<file path="src/rtl/enemy_shot_pkg.sv">
// rtl/enemy_shot_pkg.sv - grid geometry, screen size and shot FSM states
// Shared with the enemy grid and player ammunition blocks.
package enemy_shot_pkg;
  localparam int GRID_X0   = 180;
  localparam int GRID_DX   = 80;
  localparam int GRID_Y0   = 40;
  localparam int GRID_DY   = 50;
  localparam int GRID_COLS = 8;
  localparam int GRID_ROWS = 3;
  localparam int SCREEN_H  = 480;

  typedef enum logic [1:0] {
    IDLE,
    SELECT,
    FLY,
    HIT
  } state_t;
endpackage

</file>
<file path="src/rtl/lfsr16.sv">
// rtl/lfsr16.sv - free-running 16-bit Fibonacci LFSR, taps 16,14,13,11
module lfsr16 (
  input  logic        clk,
  input  logic        reset,
  output logic [15:0] out
);
  logic [15:0] r_lfsr;
  logic        w_fb;

  assign w_fb = r_lfsr[15] ^ r_lfsr[13] ^ r_lfsr[12] ^ r_lfsr[10];

  always_ff @(posedge clk) begin
    if (reset) r_lfsr <= 16'hACE1;
    else       r_lfsr <= {r_lfsr[14:0], w_fb};
  end

  assign out = r_lfsr;
endmodule

</file>
<file path="src/rtl/enemy_shot.sv">
// rtl/enemy_shot.sv - enemy downward shot: column pick, flight, player hit, pixel colour
// One shot at a time; spawned under the lowest living enemy of a random living column.
module enemy_shot
  import enemy_shot_pkg::*;
#(
  parameter int          ENEMY_W         = 40,
  parameter int          ENEMY_H         = 30,
  parameter int          SHOT_W          = 4,
  parameter int          SHOT_H          = 12,
  parameter int          SHOT_SPEED      = 4,
  parameter int          COOLDOWN_FRAMES = 60,
  parameter int          PLAYER_Y        = 440,
  parameter int          PLAYER_W        = 40,
  parameter int          PLAYER_H        = 20,
  parameter logic [23:0] COLOR           = 24'hFF4040
) (
  input  logic        clk,
  input  logic        reset,
  input  logic [9:0]  h_counter,
  input  logic [9:0]  v_counter,
  input  logic [23:0] vivo_inimigo,
  input  logic        vivo_jogador,
  input  logic [9:0]  posX_Nave,
  output logic        tiro_ativo_inimigo,
  output logic [9:0]  posX_Municao2,
  output logic [9:0]  posY_Municao2,
  output logic        hit_jogador,
  output logic [7:0]  R,
  output logic [7:0]  G,
  output logic [7:0]  B
);
  state_t      r_state;
  logic [15:0] r_cool;
  logic [2:0]  r_col;
  logic [2:0]  r_scan;
  logic [9:0]  r_posx;
  logic [9:0]  r_posy;
  logic        r_active;
  logic        r_hit;
  logic [9:0]  r_v_prev;
  logic [23:0] r_rgb;

  logic [15:0] w_lfsr;
  logic        w_unused_lfsr;
  logic        w_tick;
  logic [2:0]  w_col_rows;
  logic [1:0]  w_row;
  logic [9:0]  w_spawn_x;
  logic [9:0]  w_spawn_y;
  logic [10:0] w_x11;
  logic [10:0] w_nave11;
  logic [10:0] w_y_next;
  logic        w_bottom;
  logic        w_overlap;
  logic        w_in_shot;

  lfsr16 u_lfsr (
    .clk   (clk),
    .reset (reset),
    .out   (w_lfsr)
  );
  assign w_unused_lfsr = ^w_lfsr[15:3];

  // Edge-detect the first line of vertical blanking so the tick is one clk wide.
  assign w_tick = (v_counter == 10'(SCREEN_H)) && (r_v_prev != 10'(SCREEN_H));

  always_comb begin
    w_col_rows = {vivo_inimigo[{2'd2, r_col}], vivo_inimigo[{2'd1, r_col}],
                  vivo_inimigo[{2'd0, r_col}]};
    if (w_col_rows[2])      w_row = 2'd2;
    else if (w_col_rows[1]) w_row = 2'd1;
    else                    w_row = 2'd0;
  end

  assign w_spawn_x = 10'(GRID_X0 + ENEMY_W / 2 - SHOT_W / 2) + 10'(r_col) * 10'(GRID_DX);
  assign w_spawn_y = 10'(GRID_Y0 + ENEMY_H) + 10'(w_row) * 10'(GRID_DY);

  // 11-bit arithmetic keeps the bottom-edge and overlap compares free of wrap.
  assign w_x11     = {1'b0, r_posx};
  assign w_nave11  = {1'b0, posX_Nave};
  assign w_y_next  = {1'b0, r_posy} + 11'(SHOT_SPEED);
  assign w_bottom  = w_y_next >= 11'(SCREEN_H);
  assign w_overlap = (w_x11 < w_nave11 + 11'(PLAYER_W)) &&
                     (w_x11 + 11'(SHOT_W) > w_nave11) &&
                     (w_y_next < 11'(PLAYER_Y + PLAYER_H)) &&
                     (w_y_next + 11'(SHOT_H) > 11'(PLAYER_Y));

  always_ff @(posedge clk) begin
    if (reset) begin
      r_state  <= IDLE;
      r_cool   <= 16'(COOLDOWN_FRAMES);
      r_col    <= 3'd0;
      r_scan   <= 3'd0;
      r_posx   <= 10'd0;
      r_posy   <= 10'd0;
      r_active <= 1'b0;
      r_hit    <= 1'b0;
      r_v_prev <= 10'd0;
    end else begin
      r_v_prev <= v_counter;
      r_hit    <= 1'b0;
      if (!vivo_jogador) begin
        r_state  <= IDLE;
        r_active <= 1'b0;
        r_cool   <= 16'(COOLDOWN_FRAMES);
      end else begin
        case (r_state)
          IDLE: begin
            if (w_tick) begin
              if (r_cool <= 16'd1) begin
                r_state <= SELECT;
                r_col   <= w_lfsr[2:0];
                r_scan  <= 3'd0;
              end else begin
                r_cool <= r_cool - 16'd1;
              end
            end
          end
          SELECT: begin
            if (|w_col_rows) begin
              r_posx   <= w_spawn_x;
              r_posy   <= w_spawn_y;
              r_active <= 1'b1;
              r_state  <= FLY;
            end else if (r_scan == 3'd7) begin
              r_state <= IDLE;
              r_cool  <= 16'(COOLDOWN_FRAMES);
            end else begin
              r_scan <= r_scan + 3'd1;
              r_col  <= r_col + 3'd1;
            end
          end
          FLY: begin
            if (w_tick) begin
              if (w_bottom) begin
                r_state  <= IDLE;
                r_active <= 1'b0;
                r_cool   <= 16'(COOLDOWN_FRAMES);
              end else begin
                r_posy <= w_y_next[9:0];
                if (w_overlap) r_state <= HIT;
              end
            end
          end
          HIT: begin
            r_hit    <= 1'b1;
            r_active <= 1'b0;
            r_cool   <= 16'(COOLDOWN_FRAMES);
            r_state  <= IDLE;
          end
          default: r_state <= IDLE;
        endcase
      end
    end
  end

  // Gating on vivo_jogador blanks the shot on the same edge the block is forced idle.
  assign w_in_shot = r_active && vivo_jogador &&
                     ({1'b0, h_counter} >= w_x11) &&
                     ({1'b0, h_counter} < w_x11 + 11'(SHOT_W)) &&
                     ({1'b0, v_counter} >= {1'b0, r_posy}) &&
                     ({1'b0, v_counter} < {1'b0, r_posy} + 11'(SHOT_H));

  always_ff @(posedge clk) begin
    if (reset)          r_rgb <= 24'h0;
    else if (w_in_shot) r_rgb <= COLOR;
    else                r_rgb <= 24'h0;
  end

  assign tiro_ativo_inimigo = r_active;
  assign posX_Municao2      = r_posx;
  assign posY_Municao2      = r_posy;
  assign hit_jogador        = r_hit;
  assign R                  = r_rgb[23:16];
  assign G                  = r_rgb[15:8];
  assign B                  = r_rgb[7:0];
endmodule

</file>
<file path="config.mk">
export PLATFORM = sky130hd
export DESIGN_NAME = enemy_shot
export DESIGN_NICKNAME = d
export VERILOG_FILES = /design/src/rtl/enemy_shot_pkg.sv /design/src/rtl/lfsr16.sv /design/src/rtl/enemy_shot.sv
export SDC_FILE = /design/constraint.sdc
export NUM_CORES = 1
export LEC_CHECK = 0
export ABC_AREA = 1
export CAP_MARGIN = 0
export CORE_MARGIN = 2
export CORE_UTILIZATION = 48
export DETAILED_ROUTE_END_ITERATION = 6
export PLACE_DENSITY = 0.82
export SLEW_MARGIN = 20
export SYNTH_ARGS = -nofsm -noshare
export SYNTH_HDL_FRONTEND = slang
export SYNTH_SLANG_ARGS = --single-unit
</file>
<file path="constraint.sdc">
create_clock -name clk -period 2.07 [get_ports clk]
set_input_delay 0.414 -clock clk [delete_from_list [all_inputs] [get_ports clk]]
set_output_delay 0.414 -clock clk [all_outputs]
set_load 0.005 [all_outputs]
</file>
==> results_dict.tcl <==
set metrics [dict create \
    firstDrtPassIters 5 \
    slew_violations 0 \
    seq_area_mm2 0.00140 \
    critical_path.max_stage_delay_ps 380 \
    nFillCells 936 \
    worst_skew_pair.late_latency_ps 360 \
    yosysWarnings 0 \
    met1_usage_pct 27.9 \
    crit_start "posY_Municao2[4]$_SDFFE_PP0P_" \
    vias 5253 \
    nets 1026 \
    use_met2_pct 37.0 \
    placed_cell_area_mm2 0.00664 \
    async_reset_ff_share_pct 0 \
    drc_errors 0 \
    met3_usage_pct 2.57 \
    fin_util_pct 64.2 \
    routed_via_density 4.97 \
    grt_max_degree 31 \
    grtUsageTotal_pct 21.9 \
    synthFlopType "dfxtp_1" \
    rsz0062_at_grt "yes" \
    yosys.area_share.adder_pct 13.7 \
    rows 38 \
    required_ps 2320 \
    drive_above_1_share_pct 19.7 \
    p_leak_nw 3.21 \
    dpl_worst_slack_ps -727 \
    fmax_ghz 0.488 \
    multiInputGateArea_mm2 0.00338 \
    antenna_found_initial 0 \
    first_global_vias 4789 \
    synthCells 764 \
    avgSynthCellArea_um2 6.96 \
    cp.arrival_ps 2300 \
    grt_overflow 0 \
    busiest_layer "met2" \
    coreArea_mm2 0.0108 \
    layout_min_cycle_time_ps 2050 \
    synth_area_leaders "dfxtp_1, ha_1, nand2_1" \
    hold_violations 0 \
    p_total_mw 2.87 \
    totalWireLength_um 12900 \
    synth_top_area_cell "dfxtp_1" \
    muxShareOfSynthArea_pct 0 \
    ys_types 44 \
    synth-edff-count 0 \
    cts_made_buffers 9 \
    synth_top_area_share_pct 26.0 \
    path_class "reg2reg" \
    cts_tree "done" \
    synthToLayoutAreaGrowth_pct 30.9 \
    path_delay_family "adder cells" \
    fp.dieArea_mm2 0.0119 \
    wl_per_cell_um 12.2 \
    cts_root_buf "clkbuf_8" \
    worstHoldStart "u_lfsr.out[8]$_SDFF_PP0_" \
    endpoint_kind "register" \
    synth-seq-area-share_pct 26.0 \
    path_max_fanout 6 \
    setup_violations 0 \
    cts_hold_buf 0 \
    holdCritPathClass "reg2reg" \
    portBuffers 85 \
    diodes 0 \
    io_pins 103 \
    synth_simple_gate_area_share_pct 32.3 \
    grt_pass1_wl_um 21000 \
    cts.sinks 69 \
    clkTransAtPathRegs_ps 80 \
    finalWeightedCongestion 0.926 \
    htreeDepth 3 \
    hpwl_um 10100 \
    critical_path.cell_chain "ha_2 > buf_4 > nand2_2 > nor2_4 > xor2_1 > ha_1 > nand2_1 > nor2_1 > inv_1 > nor2_1 > o21ai_1 > o2111ai_1 > nor2_1" \
    cp-start-kind "register" \
    synthXorXnorAreaFrac_pct 4.12 \
    synth_top_family_by_area "simple AND/OR/NAND/NOR gates" \
    status "finished, final reports clean" \
    synth-compound-area-share_pct 10.5 \
    synth-seq-cells 69 \
    die_w_um 109 \
    drv_cap 0 \
    cp_slowest_cell "dfxtp_4" \
    cts_max_path_buffers 2 \
    fp.dieH_um 109 \
    worstReg2RegStart "posY_Municao2[4]$_SDFFE_PP0P_" \
    period_share_pct 99.1 \
    drt-initial-drc-count 348 \
    layout_setup_ws_ps 19.4 \
    syn_area_mm2 0.00531 \
    fin_area_mm2 0.00695 \
    powerDensity_mw_per_mm2 412 \
    irDropWorstVdd_mv 0.296 \
    critical_path_buf_inv_count 2 \
    finalClockSkew_ps 10.4 \
    cp_common_cell "nor2_1" \
    initial_core_util_pct 49.0 \
    ant_nets 0 \
]
[final timing paths]
path	depth (start not counted)	endpoint	slack (ps)
setup reg to reg	13	r_rgb[22]$_SDFF_PP0_	20
setup / recovery	13	r_rgb[22]$_SDFF_PP0_	20
hold / removal	2	u_lfsr.out[9]$_SDFF_PP0_	410
hold reg to reg	2	u_lfsr.out[9]$_SDFF_PP0_	410
[cell usage after synthesis, types with 7 or more instances]
library cell	number
nand4_1	14
buf_4	31
nor2_1	108
xnor2_1	9
nor3_1	10
nand2_1	137
or2_2	10
o21ai_0	32
xor2_1	16
inv_1	91
ha_1	58
o21ai_1	7
dfxtp_1	69
a21oi_1	38
nand3_1	53
nand2_2	16
[area by class of cell]
class,count,share of cell area (%)
well taps,140,2.52
inverters,96,5.36
multi-input cells,571,48.6
flip-flops and latches,69,20.1
clock inverters,7,1.08
clock buffers,9,1.78
repair buffers,164,20.6
[layout by cell type, fill, tap and decap left out, drive strengths merged, types with 2 or more instances in the layout]
| master | instances |
|---|---|
| nor4 | 2 |
| dfxtp | 69 |
| clkinvlp | 3 |
| nand2 | 156 |
| o2111ai | 2 |
| nand4 | 14 |
| a31oi | 3 |
| xor2 | 16 |
| nor2 | 115 |
| a211oi | 2 |
| nand3b | 2 |
| inv | 96 |
| a21oi | 44 |
| conb | 17 |
| clkinv | 3 |
| o21ai | 39 |
| clkdlybuf4s50 | 79 |
| or2 | 10 |
| nor3 | 10 |
| buf | 80 |
| nor3b | 2 |
| a21o | 2 |
| xnor2 | 9 |
| clkbuf | 12 |
| o21bai | 4 |
| nand3 | 60 |
| ha | 58 |
[stage by stage]
stage / hold slack, ps / setup TNS [ps] / std cells
after CTS: 409 / 0 / 1054
after detailed placement: 396 / -5850 / 1038
after global routing: 430 / -128 / 1056
after global placement: 392 / -4960 / 1038
final: 408 / 0 / 1056
after floorplan: 388 / 0 / 780
[what timing repair did]
action,4_1_cts,5_1_grt
resized for setup,20,39
cloned,0,1
pin swaps,9,18
setup buffers,0,1
endpoints found under the setup margin,4,24
[layer usage]
metal | up-vias | wire length [um] | share of wire (%)
met5 | - | 0 | 0
met2 | 134 | 5950 | 46
li1 | 2728 | - | -
met4 | 0 | 359 | 2.8
met1 | 2364 | 6060 | 47
met3 | 27 | 563 | 4.4
[where the power goes]
part / internal, mW / switching [mW] / leakage [nW]
sequential: 1.35 / 0.00920 / 0.567
clock: 0.559 / 0.546 / 0.0918
combinational: 0.217 / 0.182 / 2.55
total: 2.13 / 0.737 / 3.21
[sequential cells by signal, summed over array words and instances, names as in the netlist]
register and cells:
u_lfsr.out 16, posX_Municao2 7, r_cool 16, tiro_ativo_inimigo 1, r_rgb 1, hit_jogador 1
r_col 3, r_v_prev 10, r_state 2, posY_Municao2 9, r_scan 3
[logic make-up after synthesis]
| family | Yosys count |
|---|---|
| other | 1 |
| flip-flops | 69 |
| XOR/XNOR | 25 |
| buffers and inverters | 141 |
| AO/OA/AOI/OAI | 99 |
| AND/OR/NAND/NOR | 371 |
| adder cells (fa/ha/maj) | 58 |
[tightest hold or removal path, stage by stage, from the launching register on]
cell     delay (ps)
dfxtp_1         300
inv_1            40
nor2_1           30
Power figures use the tool's default switching activity.
